$ cat src/rtl/glitch_pkg.sv
// Shared glitch rig definitions: measurement FSM state encoding,
// generator state encoding and the default measurement timeout.
package glitch_pkg;

  typedef enum logic [2:0] {
    IDLE     = 3'd0,
    ARMED    = 3'd1,
    WIDTH    = 3'd2,
    REPORT   = 3'd3,
    WAIT_REL = 3'd4
  } meas_state_t;

  typedef enum logic [1:0] {
    READY = 2'd0,
    DELAY = 2'd1,
    PULSE = 2'd2,
    DONE  = 2'd3
  } gen_state_t;

  localparam logic [31:0] DEF_TIMEOUT_COUNT = 32'd600000;

endpackage

$ cat src/rtl/glitch_meas_sync2.sv
// Two-flop synchronizer for a single asynchronous line.
// Ports: clk, rst (async, active high), d (async in), q (synchronized out).
module sync2 (
  input  logic clk,
  input  logic rst,
  input  logic d,
  output logic q
);

  logic meta;

  always_ff @(posedge clk or posedge rst) begin
    if (rst) begin
      meta <= 1'b0;
      q    <= 1'b0;
    end else begin
      meta <= d;
      q    <= meta;
    end
  end

endmodule

$ cat src/rtl/glitch_meas.sv
// Glitch measurement: counts trigger-rise to glitch-rise delay and glitch
// high time in clk cycles and reports them over a valid/ready handshake.
// Ports: clk, rst (async, active high), trigger, glitch_in,
//   meas_valid/meas_ready handshake, delay_count, width_count, timeout, busy.
// Build option: GLITCH_MEAS_SYNC_EN adds 2-flop synchronizers on both inputs.
import glitch_pkg::*;

module glitch_meas #(
  parameter int          CNT_WIDTH     = 32,
  parameter logic [31:0] TIMEOUT_COUNT = DEF_TIMEOUT_COUNT
) (
  input  logic                 clk,
  input  logic                 rst,
  input  logic                 trigger,
  input  logic                 glitch_in,
  output logic                 meas_valid,
  input  logic                 meas_ready,
  output logic [CNT_WIDTH-1:0] delay_count,
  output logic [CNT_WIDTH-1:0] width_count,
  output logic                 timeout,
  output logic                 busy
);

  localparam logic [CNT_WIDTH-1:0] TO  = CNT_WIDTH'(TIMEOUT_COUNT);
  localparam logic [CNT_WIDTH-1:0] ONE = CNT_WIDTH'(1);

  logic trig_s;
  logic glitch_s;
  logic trig_d;

`ifdef GLITCH_MEAS_SYNC_EN
  // Equal latency on both lines keeps the measured intervals unchanged.
  sync2 u_sync_trig (
    .clk (clk),
    .rst (rst),
    .d   (trigger),
    .q   (trig_s)
  );

  sync2 u_sync_glitch (
    .clk (clk),
    .rst (rst),
    .d   (glitch_in),
    .q   (glitch_s)
  );
`else
  assign trig_s   = trigger;
  assign glitch_s = glitch_in;
`endif

  meas_state_t          state, state_n;
  logic [CNT_WIDTH-1:0] cnt, cnt_n;
  logic [CNT_WIDTH-1:0] wcnt, wcnt_n;
  logic [CNT_WIDTH-1:0] delay_n, width_n;
  logic                 valid_n, tmo_n;

  always_ff @(posedge clk or posedge rst) begin
    if (rst) begin
      state       <= IDLE;
      cnt         <= '0;
      wcnt        <= '0;
      trig_d      <= 1'b0;
      delay_count <= '0;
      width_count <= '0;
      meas_valid  <= 1'b0;
      timeout     <= 1'b0;
      busy        <= 1'b0;
    end else begin
      state       <= state_n;
      cnt         <= cnt_n;
      wcnt        <= wcnt_n;
      trig_d      <= trig_s;
      delay_count <= delay_n;
      width_count <= width_n;
      meas_valid  <= valid_n;
      timeout     <= tmo_n;
      busy        <= (state_n != IDLE);
    end
  end

  always_comb begin
    state_n = state;
    cnt_n   = cnt;
    wcnt_n  = wcnt;
    delay_n = delay_count;
    width_n = width_count;
    valid_n = meas_valid;
    tmo_n   = timeout;
    unique case (state)
      IDLE: begin
        if (trig_s && !trig_d) begin
          tmo_n = 1'b0;
          if (glitch_s) begin
            // Glitch coincident with the trigger edge: zero delay.
            delay_n = '0;
            wcnt_n  = ONE;
            state_n = WIDTH;
          end else begin
            cnt_n   = ONE;
            state_n = ARMED;
          end
        end
      end
      ARMED: begin
        if (glitch_s) begin
          delay_n = cnt;
          wcnt_n  = ONE;
          state_n = WIDTH;
        end else if (cnt == TO) begin
          delay_n = cnt;
          width_n = '0;
          tmo_n   = 1'b1;
          valid_n = 1'b1;
          state_n = REPORT;
        end else begin
          cnt_n = cnt + ONE;
        end
      end
      WIDTH: begin
        if (!glitch_s) begin
          width_n = wcnt;
          valid_n = 1'b1;
          state_n = REPORT;
        end else if (wcnt == TO) begin
          width_n = wcnt;
          tmo_n   = 1'b1;
          valid_n = 1'b1;
          state_n = REPORT;
        end else begin
          wcnt_n = wcnt + ONE;
        end
      end
      REPORT: begin
        if (meas_valid && meas_ready) begin
          valid_n = 1'b0;
          // A still-high trigger must fall before it can re-arm.
          state_n = trig_s ? WAIT_REL : IDLE;
        end
      end
      WAIT_REL: begin
        if (!trig_s) state_n = IDLE;
      end
      default: state_n = IDLE;
    endcase
  end

endmodule

$ cat config.mk
export PLATFORM = sky130hd
export DESIGN_NAME = glitch_meas
export DESIGN_NICKNAME = d
export VERILOG_FILES = /design/src/rtl/glitch_pkg.sv /design/src/rtl/glitch_meas_sync2.sv /design/src/rtl/glitch_meas.sv
export SDC_FILE = /design/constraint.sdc
export NUM_CORES = 1
export LEC_CHECK = 0
export BUFFER_PORTS_ARGS = -buffer_cell sky130_fd_sc_hd__buf_2
export CORE_ASPECT_RATIO = 0.5
export CORE_MARGIN = 3
export CORE_UTILIZATION = 38
export DETAILED_ROUTE_END_ITERATION = 10
export SLEW_MARGIN = 20
export SYNTH_ARGS = -nofsm -noshare
export SYNTH_HDL_FRONTEND = slang
export SYNTH_SLANG_ARGS = --single-unit
$ cat constraint.sdc
create_clock -name clk -period 5.06 [get_ports clk]
set_clock_uncertainty 0.15 [all_clocks]
set_input_delay 0.759 -clock clk [delete_from_list [all_inputs] [get_ports clk]]
set_output_delay 0.759 -clock clk [all_outputs]
set_load 0.01 [all_outputs]
======== Word-level counts from Yosys, hierarchy flattened ========
Index checks and enable logic that the tools add are counted.
storage, ports and cells
  register bits ........................... 135
  bits of input ports ..................... 5
  output and inout bits ................... 67
  word-level logic and storage cells ...... 83
cells by class
  add/sub/neg operators ................... 2
  equality and inequality tests ........... 18
  muxes and demuxes ....................... 39
  reduce and logical (&&, ||, !) cells .... 15
operators by type and width
  cell                   count
  $mux 32                16
  $pmux 32 s2            3
  $pmux 32 s3            1
  $add 32x1->32 const B  2
  $eq 32x20->1 const B   2
  $mux 3                 8
  $ne 2x2->1 const B     10
  $pmux 3 s5             1
  $reduce_and 4->1       3
  $reduce_and 5->1       2
  $reduce_bool 3->1      3
  $mux 1                 7
  $eq 3x2->1 const B     2
  $ne 3x3->1 const B     2
  $pmux 1 s3             2
  $reduce_and 6->1       1
  $reduce_bool 2->1      2
  $eq 3x1->1 const B     1
  $eq 3x3->1 const B     1
  $logic_not 3->1        1
  $logic_and 1x1->1      2
  $mux 2                 1
  $logic_not 1->1        1

======== Longest topological paths before layout ========
  word-level depth ........................ 5
  gate-level depth with buffers ........... 9

======== Least setup slack after synthesis ========
No wires, ideal clock.
  kind .................................... in2reg
  start point ............................. in trigger
  end point ............................... reg wcnt[31]
  library setup time ...................... 0.078 ns
  arrival ................................. 2.531 ns
  path slack .............................. 2.301 ns
  stages on the path ...................... 6
  buffers on the path ..................... 1
  path through ............................ nor2b_1 > o2111ai_2 > or4b_1 > buf_2 > or4_1 > a21oi_1
between the ends
  longest elaborated chain between the ends .. 3
ends and longest elaborated chain
  what                        line               RTL
  start, declared             glitch_meas.sv:14  input logic trigger,
  $logic_and 1x1->1           glitch_meas.sv:91  if (trig_s && !trig_d) begin
  $ne 2x2->1 (no line)        -
  $reduce_and 4->1 (no line)  -
  end signal, assigned        glitch_meas.sv:71  wcnt <= wcnt_n;
  end, declared               glitch_meas.sv:53  logic [CNT_WIDTH-1:0] wcnt, wcnt_n;
Every way passes these cells.
A chain may end at the register's enable or synchronous reset.

======== Worst setup path after layout ========
  start point ............................. reg state[0]
  end point ............................... reg wcnt[31]
between the ends
  longest elaborated chain between the ends .. 3
  elaborated cells between the ends (all ways) .. 9
ends and longest elaborated chain
  what                                                              line               RTL
  start, declared                                                   glitch_meas.sv:51  meas_state_t state, state_n;
  start signal, assigned                                            glitch_meas.sv:69  state <= state_n;
  $eq 3x2->1, or another cell as far along                          glitch_meas.sv:89  unique case (state)
  $ne 2x2->1 (no line) / $reduce_bool 3->1 (equally long branches)  -
  $reduce_and 4->1 (no line)                                        -
Parallel ways exist; a longest one is shown, timed or not.

==> flow_summary.ini <==
[drt]
drtIter0Drc = 303
vias = 4962
first_pass_iters = 5
via_per_inst = 5.34
drc = 0
antenna_left = 0
wl_um = 14900
wl_per_cell_um = 16.1

[critical_path]
cpMaxStageDelayCell = or4b_1
crit_path_cell_trace = a21oi_1 -> o2111ai_2 -> or4b_1 -> or4_1 -> a21oi_1
path_max_fanout = 17
slowest_delay_ns = 0.77
cp_data_arrival_time_ns = 3.19
crit_required_ns = 5.25
start_kind = flop
path_buf_inv = 0
criticalPathCategory = reg -> reg
cp_common_cell = a21oi_1
cp-end-kind = flop
cpLargestDelayFamily = simple AND/OR/NAND/NOR gates
reg2reg_slack_ns = 2.06

[yosys]
synthCells = 634
synth_area_um2 = 6370
synthDistinctLibCells = 50
synth-seq-area-share_pct = 53.0
synth_edf_count = 0
syn_avg_cell_area_um2 = 10.0
synth_top_area_cell = dfrtp_1
yosys_warnings = 0
ys_top_cells_by_area = dfrtp_1 (53%), mux2i_1 (5.0%), a22o_1 (4.7%)
async_flop_share_pct = 100
syn-num-nets = 643
ys.flop_type = dfrtp_1
synth_top_area_share_pct = 53.0
synth_seq_cells = 135

[finish]
final_common_cell = dfrtp_1
multi_input_area_um2 = 2720
syn_to_final_growth_pct = 18.7
nets = 704
diodes = 0
final_cell_mix = dfrtp_1 (135), buf_2 (71), nand2_1 (54), nor2_1 (45), inv_1 (43)
final_cell_area_um2 = 7560
regArea_um2 = 3380
fin_util_pct = 47.6
drive_gt1_share_pct = 17.4
n_fill_cell = 1497

[placed_design]
routabilityCongestion = 0.833
placed_area_um2 = 6930
dp_hpwl_um = 9710
dp_slack_ns = 1.71
io_buffers = 71

[timing]
period_share_pct = 59.3
fin_crit_ns = 3.00
rsz0062_at_grt = false
worstMarginPinSlew_ns = 1.11
finalSetupTns_ns = 0
setup_slack_ns = 2.06
hold_violations = 0
drv_slew = 0
fmax_mhz = 333
maxSlewHeadroom_pct = 25.8
setup_violations = 0

[job]
drv_cap = 0

[clock_network]
postCtsHoldBufs = 0
postCtsSetupBuffers = 0
cts_buffer_depth = 2
cts_tree = yes
cts_made_buffers = 17
clockRootBuffer = clkbuf_16
clk_pin_slew_ns = 0.06
h-tree-depth = 4
insertion_delay_ns = 0.42
cts_sinks = 135
ctsResizeCount = 0

[grt]
grt_pass1_wl_um = 24900
grt_start_max_net_pins = 110
grtUsageTotal_pct = 16.5
grt_overflow = 0
antenna_found_initial = 0
grt_pass1_vias = 4916

[status]
status = complete, no violations

[pwr]
power_w = 0.00380
vdd_drop_max_mv = 0.282
power_density_nw_per_um2 = 503
leakagePower_nw = 3.45

[floorplanning]
die_h_um = 97.6
die_area_um2 = 18400
die_w_um = 189
start_util_pct = 40.1
core_area_um2 = 15900
rows = 32
io_pins = 72

[worst_hold_path]
worstHoldPathType = in -> reg
==> layer usage <==
metal,global-route usage [%],wire length (um),part of all wire [%]
met1,21.7,7100,48
met4,4.97,121,0.81
met3,3.42,484,3.2
met2,27.6,7220,48
met5,0,0,0
==> where the power goes <==
part	total (W)	internal [W]	switching, W	leakage, nW
clock	0.00130	0.000827	0.000475	0.305
combinational	0.000908	0.000394	0.000514	1.32
sequential	0.00159	0.00133	0.000263	1.83
total	0.00380	0.00255	0.00125	3.45
==> cells by family after synthesis <==
kind of cell    share of synthesized area [%]
fa+ha+maj                               0.786
buf+inv                                  4.81
mux                                      5.03
compound gates                           11.7
flops                                    53.0
xor+xnor                                 4.95
simple gates                             19.6
==> worst register-to-register path: stages (launching register included) <==
cell and delay, ns:
dfrtp_1 0.47, a21oi_1 0.36, o2111ai_2 0.47, or4b_1 0.78
or4_1 0.54, a21oi_1 0.16
==> cells in the mapped netlist (all sizes together) (2+ instances only) <==
library cell	number
a22o	34
nor2b	2
xor2	2
a21oi	27
and3	3
and2	2
a21o	4
nand4	17
xnor2	34
nand3	27
o211a	2
or3	17
clkbuf	28
inv	44
ha	4
nor4b	7
nor4	29
o21ai	26
dfrtp	135
or4	4
buf	6
nor3	18
or2	2
a211oi	2
nand2b	3
and4	5
nor2	46
or4b	2
mux2i	32
o31ai	2
nand2	54
o211ai	3
==> path summary, 6_finish.rpt <==
| check | to | startpoint | cells after the start |
|---|---|---|---|
| worst max-delay path | wcnt[31] | state[0] | 5 |
| min in group asynchronous | delay_count[26] | rst | 2 |
| worst min register to register | delay_count[24] | delay_count[24] | 1 |
| worst max register to register | wcnt[31] | state[0] | 5 |
| max in group asynchronous | delay_count[15] | rst | 3 |
| worst min-delay path | trig_d | trigger | 1 |
==> cell type report <==
| cell class | instances | share of cell area, % |
|---|---|---|
| clock buffer | 21 | 6.35 |
| clock inverter | 11 | 1.94 |
| inverter | 44 | 2.25 |
| multi-input combinational | 421 | 35.9 |
| sequential | 135 | 44.7 |
| tap | 221 | 3.66 |
| timing repair buffer | 76 | 5.20 |
==> per-stage QoR <==
stage | cells | hold WS, ns
detailed placement | 897 | 0.331
global placement | 897 | 0.331
finish | 929 | 0.341
floorplan | 634 | 0.367
CTS | 929 | 0.334
global route | 929 | 0.354
==> registers in the layout, summed over array words and instances (netlist names) <==
name / flops
busy: 1
cnt: 32
delay_count: 32
meas_valid: 1
state: 3
timeout: 1
trig_d: 1
wcnt: 32
width_count: 32
Power figures use the tool's default switching activity.
